$ cat src/rtl/clk_hs_pkg.sv
// Shared types for the multi-channel clock-request handshake.
// State codes give req (bit 1) and active (bit 2) their own flop bits.
package clk_hs_pkg;

  typedef enum logic [2:0] {
    ST_IDLE    = 3'b000,
    ST_REQ     = 3'b011,
    ST_ACTIVE  = 3'b111,
    ST_RELEASE = 3'b100,
    ST_ERR     = 3'b001
  } state_e;

  // Watchdog counter width; at least one bit so a disabled watchdog still elaborates.
  function automatic int unsigned cnt_w(input int unsigned timeout);
    return (timeout == 0) ? 1 : $clog2(timeout + 1);
  endfunction

endpackage

$ cat src/rtl/clk_hs_ch.sv
// One handshake channel: optional ack synchroniser, four-phase FSM and
// watchdog with a sticky timeout flag.
module clk_hs_ch
  import clk_hs_pkg::*;
#(
  parameter int unsigned TIMEOUT_CYCLES = 1024,
  parameter int unsigned SYNC_STAGES    = 0
) (
  input  logic i_clk,
  input  logic i_rst_n,
  input  logic i_en,
  input  logic i_lp_clk_ack,
  input  logic i_err_clr,
  output logic o_pl_clk_req,
  output logic o_awake,
  output logic o_timeout_err
);

  localparam int unsigned CNT_W = cnt_w(TIMEOUT_CYCLES);
  localparam logic [CNT_W-1:0] CNT_LAST = CNT_W'(TIMEOUT_CYCLES - 1);
  localparam logic [CNT_W-1:0] CNT_MAX  = '1;
  localparam bit WDOG_EN = (TIMEOUT_CYCLES != 0);

  logic             ack_s;
  state_e           state_q, state_n;
  logic [CNT_W-1:0] cnt_q;
  logic             err_q;
  logic             timeout_c;

  generate
    if (SYNC_STAGES == 0) begin : g_nosync
      assign ack_s = i_lp_clk_ack;
    end else begin : g_sync
      logic [SYNC_STAGES-1:0] sync_q;
      always_ff @(posedge i_clk or negedge i_rst_n) begin
        if (!i_rst_n) sync_q <= '0;
        else          sync_q <= (sync_q << 1) | SYNC_STAGES'(i_lp_clk_ack);
      end
      assign ack_s = sync_q[SYNC_STAGES-1];
    end
  endgenerate

  always_ff @(posedge i_clk or negedge i_rst_n) begin
    if (!i_rst_n) state_q <= ST_IDLE;
    else          state_q <= state_n;
  end

  // Exit conditions are tested before the watchdog so a coincident ack wins.
  always_comb begin
    state_n   = state_q;
    timeout_c = WDOG_EN && (cnt_q == CNT_LAST);
    case (state_q)
      ST_IDLE:    if (i_en) state_n = ST_REQ;
      ST_REQ: begin
        if (ack_s)          state_n = ST_ACTIVE;
        else if (timeout_c) state_n = ST_ERR;
      end
      ST_ACTIVE:  if (!i_en) state_n = ST_RELEASE;
      ST_RELEASE: begin
        if (!ack_s)         state_n = ST_IDLE;
        else if (timeout_c) state_n = ST_ERR;
      end
      ST_ERR:     if (i_err_clr && !ack_s) state_n = ST_IDLE;
      default:    state_n = ST_IDLE;
    endcase
  end

  // Dwell counter: restarts on any state change, saturates instead of wrapping.
  always_ff @(posedge i_clk or negedge i_rst_n) begin
    if (!i_rst_n) begin
      cnt_q <= '0;
    end else if (state_n != state_q) begin
      cnt_q <= '0;
    end else if ((state_q == ST_REQ || state_q == ST_RELEASE) && cnt_q != CNT_MAX) begin
      cnt_q <= cnt_q + CNT_W'(1);
    end
  end

  always_ff @(posedge i_clk or negedge i_rst_n) begin
    if (!i_rst_n) err_q <= 1'b0;
    else          err_q <= (state_n == ST_ERR);
  end

  assign o_pl_clk_req  = state_q[1];
  assign o_awake       = state_q[2] & state_q[1];
  assign o_timeout_err = err_q;

endmodule

$ cat src/rtl/clk_handshake_mc.sv
// Multi-channel RDI clock-request handshake: NUM_CH independent channels
// plus an all-channels-awake summary.
module clk_handshake_mc
  import clk_hs_pkg::*;
#(
  parameter int unsigned NUM_CH         = 4,
  parameter int unsigned TIMEOUT_CYCLES = 1024,
  parameter int unsigned SYNC_STAGES    = 0
) (
  input  logic              i_clk,
  input  logic              i_rst_n,
  input  logic [NUM_CH-1:0] i_en,
  input  logic [NUM_CH-1:0] i_lp_clk_ack,
  input  logic [NUM_CH-1:0] i_err_clr,
  output logic [NUM_CH-1:0] o_pl_clk_req,
  output logic [NUM_CH-1:0] o_adapter_is_waked_up,
  output logic [NUM_CH-1:0] o_timeout_err,
  output logic              o_all_awake
);

  logic [NUM_CH-1:0] awake;

  for (genvar g = 0; g < int'(NUM_CH); g++) begin : g_ch
    clk_hs_ch #(
      .TIMEOUT_CYCLES(TIMEOUT_CYCLES),
      .SYNC_STAGES   (SYNC_STAGES)
    ) u_ch (
      .i_clk        (i_clk),
      .i_rst_n      (i_rst_n),
      .i_en         (i_en[g]),
      .i_lp_clk_ack (i_lp_clk_ack[g]),
      .i_err_clr    (i_err_clr[g]),
      .o_pl_clk_req (o_pl_clk_req[g]),
      .o_awake      (awake[g]),
      .o_timeout_err(o_timeout_err[g])
    );
  end

  assign o_adapter_is_waked_up = awake;
  assign o_all_awake           = &awake;

endmodule
$ cat config.mk
export PLATFORM = sky130hd
export DESIGN_NAME = clk_handshake_mc
export DESIGN_NICKNAME = d
export VERILOG_FILES = /design/src/rtl/clk_hs_pkg.sv /design/src/rtl/clk_hs_ch.sv /design/src/rtl/clk_handshake_mc.sv
export SDC_FILE = /design/constraint.sdc
export NUM_CORES = 1
export LEC_CHECK = 0
export CAP_MARGIN = 40
export CORE_ASPECT_RATIO = 0.9
export CORE_UTILIZATION = 40
export DETAILED_ROUTE_END_ITERATION = 16
export SETUP_SLACK_MARGIN = 0.1
export SLEW_MARGIN = 25
export SYNTH_ARGS = -nofsm -noshare
export SYNTH_HDL_FRONTEND = slang
export SYNTH_HIERARCHICAL = 1
export SYNTH_SLANG_ARGS = --single-unit
export TNS_END_PERCENT = 1
$ cat constraint.sdc
create_clock -name i_clk -period 3.44 [get_ports i_clk]
set_input_delay 0.344 -clock i_clk [delete_from_list [all_inputs] [get_ports i_clk]]
set_output_delay 0.344 -clock i_clk [all_outputs]
set_load 0.02 [all_outputs]
==> flow_metrics.env <==
export IMPL_synth_xor_area_share_pct=0
export IMPL_synth_fa_ha_area_share_pct=1.20
export IMPL_clock_skew_ns=0.00887
export IMPL_arrival_ns=1.99
export IMPL_required_ns=3.10
export IMPL_grt_first_pass_wirelength_mm=15.3
export IMPL_root_buffer="clkbuf_16"
export IMPL_overflow=0
export IMPL_drt_iter0_markers=169
export IMPL_grt_pass1_vias=3154
export IMPL_via_per_inst=5.95
export IMPL_synth_top_family_by_area="simple AND/OR/NAND/NOR gates"
export IMPL_dieArea_sq_mm=0.0109
export IMPL_avgSynthCellArea_sq_um=9.90
export IMPL_hp_class="in -> async"
export IMPL_antenna_cells=0
export IMPL_tritoncts="done"
export IMPL_rrSetupSlack_ns=1.21
export IMPL_synth_simple_area_share_pct=31.6
export IMPL_synth_mux_area_fraction_pct=0.240
export IMPL_track_usage_pct=18.1
export IMPL_post_route_cell_area_sq_mm=0.00467
export IMPL_remaining_drc_errors=0
export IMPL_clk_transition_reported_paths_ns=0.05
export IMPL_finalSetupViolCount=0
export IMPL_ys_ff_latch=60
export IMPL_path_class="reg -> out"
export IMPL_drv_slew=0
export IMPL_path_max_fanout=10
export IMPL_yosysSeqAreaShare_pct=35.9
export IMPL_power_leakage_nw=1.73
export IMPL_port_buffers=26
export IMPL_ios=27
export IMPL_crit_end="o_all_awake"
export IMPL_start_kind="flop"
export IMPL_rr_worst_depth=6
export IMPL_route_vias_total=3381
export IMPL_fp_row_count=35
export IMPL_core_area_sq_mm=0.0102
export IMPL_grt_max_degree=27
export IMPL_r2r_end="g_ch[0].u_ch/cnt_q[3]$_DFFE_PN0P_"
export IMPL_worst_slack_ns=1.10
export IMPL_startpoint="g_ch[2].u_ch/state_q[1]$_DFF_PN0_"
export IMPL_pre_cts_slack_ns=1.21
export IMPL_place_detailed_hpwl_mm=6.32
export IMPL_path_depth=3
export IMPL_synthesis_nets=440
export IMPL_finalNonFillerCells=568
export IMPL_critPathTopFamily="buffers and inverters"
export IMPL_first_pass_iters=4
export IMPL_detail_route_wirelength_mm=9.05
export IMPL_antenna_found_initial=0
export IMPL_drive_above_1_share_pct=17.8
export IMPL_final_setup_tns_ns=0
export IMPL_outcome="completed"
export IMPL_r2r_start="g_ch[0].u_ch/cnt_q[0]$_DFFE_PN0P_"
export IMPL_syn2layout_area_growth_pct=11.9
export IMPL_hold_viol_final=0
export IMPL_fin_crit_sh_pct=67.9
export IMPL_synth_cells=422
export IMPL_maxCapViolations=0
export IMPL_crit_path_end_kind="output pin"
export IMPL_cp_slowest_stage_delay_ns=0.60
export IMPL_die_height_um=99.0
export IMPL_clk_path_buf_depth=2
export IMPL_clock_fmax_mhz=428
export IMPL_cp_num_buf_inv=1
export IMPL_numCtsBuffers=9
export IMPL_irDropWorstVdd_v=0.000371
export IMPL_synth_edf_count=0
export IMPL_nFillCells=958
export IMPL_crit_chain="and2_2 > and4_1 > clkdlybuf4s50_1"
export IMPL_syn_cell_area_sq_mm=0.00418
export IMPL_synthFlopType="dfrtp_1"
export IMPL_dpl_cell_area_sq_mm=0.00439
export IMPL_yosysWarnings=6
export IMPL_dp_cells=553
export IMPL_die_w_um=110
export IMPL_worst_pin_slew_ns=0.639
export IMPL_place_congestion=0.788
export IMPL_synth_compound_area_share_pct=23.2
export IMPL_drtAntennaViolNets=0
export IMPL_async_reset_ff_share_pct=100
export IMPL_min_period_ns=2.34
export IMPL_numClockSinks=60
export IMPL_nets=454
export IMPL_crit_slowest_cell="clkdlybuf4s50_1"
export IMPL_yosysUniqueCellTypes=59
export IMPL_p_per_area_mw_per_mm2=620
export IMPL_slew_headroom_pct=57.1
export IMPL_wl_per_cell_um=15.9
export IMPL_start_util_pct=40.9
export IMPL_worstSkewPairLatency_ns=0.33
export IMPL_cts_htree_levels=3
export IMPL_rsz0062_at_grt="false"
==> how the worst min path moves through the flow <==
stage	startpoint	end	slack, ns	cells past startpoint
after detailed placement	i_rst_n	g_ch[3].u_ch/cnt_q[8]$_DFFE_PN0P_	0.27	1
after floorplan	i_rst_n	g_ch[0].u_ch/cnt_q[0]$_DFFE_PN0P_	0.05	0
after CTS	i_rst_n	g_ch[2].u_ch/state_q[1]$_DFF_PN0_	0.45	2
after global routing	i_rst_n	g_ch[2].u_ch/state_q[0]$_DFF_PN0_	0.49	2
after global placement	i_rst_n	g_ch[3].u_ch/cnt_q[8]$_DFFE_PN0P_	0.50	1
final	i_rst_n	g_ch[2].u_ch/state_q[0]$_DFF_PN0_	0.45	2
==> cells in the mapped netlist (4+ instances only) <==
master / instances / share of area (%)
a21o_2: 4 / 0.84
nand2_1: 29 / 2.6
ha_1: 4 / 1.2
inv_1: 19 / 1.7
a221o_1: 6 / 1.4
nor2_1: 25 / 2.2
and2_2: 4 / 0.72
and2_1: 4 / 0.60
or4_1: 13 / 2.3
o31ai_1: 21 / 3.8
or3_1: 8 / 1.2
nand3_1: 15 / 1.8
a211oi_2: 4 / 1.2
a31oi_1: 6 / 0.90
nor3_1: 9 / 1.1
buf_4: 11 / 2.0
or4b_1: 4 / 0.96
dfrtp_1: 60 / 36
a21oi_1: 11 / 1.3
buf_6: 14 / 3.8
or4_4: 4 / 1.1
a211oi_1: 28 / 5.0
and4bb_2: 7 / 2.1
o21ai_0: 18 / 2.2
and4_1: 4 / 0.84
nand3b_1: 4 / 0.72
o41ai_1: 4 / 0.84
nand4_2: 6 / 1.8
or2_2: 4 / 0.60
nor4_4: 9 / 4.6
o211ai_1: 4 / 0.72
nand4_1: 5 / 0.75
==> per-layer routing <==
metal  routed length (um)  track usage [%]
met1                 4440             25.2
met2                 4220             27.4
met3                  291             4.89
met4                  100             5.03
met5                    0                0
==> repair_timing <==
action                                  in CTS  in global routing
hold buffers                                 1                  0
endpoints found under the hold margin       11                  0
endpoints found under the setup margin       0                  0
gates resized for setup                      0                  0
buffers inserted                             0                  0
==> cells in the final DEF (no fill, tap or decap), types with 4 or more instances in the layout <==
cell / n
a211oi_1: 28
a211oi_2: 4
a21o_2: 4
a21oi_1: 11
a221o_1: 6
a31oi_1: 6
and2_1: 4
and2_2: 4
and4_1: 4
and4bb_2: 7
buf_4: 4
clkbuf_16: 9
clkdlybuf4s50_1: 25
dfrtp_1: 60
ha_1: 4
inv_1: 19
nand2_1: 29
nand3_1: 15
nand3b_1: 4
nand4_1: 5
nand4_2: 6
nor2_1: 25
nor3_1: 9
nor4_4: 9
o211ai_1: 4
o21ai_0: 18
o31ai_1: 21
o41ai_1: 4
or2_2: 4
or3_1: 8
or4_1: 13
or4_4: 4
or4b_1: 4
==> layout make-up <==
class	count	area, sq um	share of cell area [%]
repair buffers	32	315	6.75
flip-flops and latches	60	1500	32.1
inverters	19	71.3	1.53
multi-input cells	314	2350	50.2
well taps	129	161	3.45
clock inverters	2	10.0	0.214
clock buffers	12	267	5.70
==> logic make-up after synthesis <==
group,Yosys count
fa+ha+maj,4
buf+inv,48
compound gates,129
mux,1
simple gates,180
flops,60
==> through the flow <==
stage / hold WS [ns] / utilization, % / total power, W
global placement: 0.498 / 42.7 / 0.00204
finish: 0.448 / 45.8 / 0.00290
detailed placement: 0.273 / 43.0 / 0.00207
global route: 0.494 / 45.8 / 0.00308
CTS: 0.452 / 45.8 / 0.00292
floorplan: 0.0484 / - / 0.00193
==> registers in the layout, indices dropped and copies added, names as in the netlist <==
signal and count:
g_ch.u_ch/state_q 12, g_ch.u_ch/cnt_q 44, g_ch.u_ch/o_timeout_err 4
==> worst reg2reg max path, delay by kind of cell, from the launching register on <==
| family | cells | cell delay, ns |
|---|---|---|
| simple gates | 2 | 0.69 |
| fa+ha+maj | 1 | 0.24 |
| buf+inv | 1 | 0.25 |
| compound gates | 2 | 0.51 |
| flops | 1 | 0.41 |
==> power by group <==
group | total [W] | switching, W | internal, W
registers | 0.00100 | 0.000199 | 0.000805
clock network | 0.000835 | 0.000301 | 0.000534
logic | 0.00106 | 0.000634 | 0.000424
(Power assumes the default switching activity.)
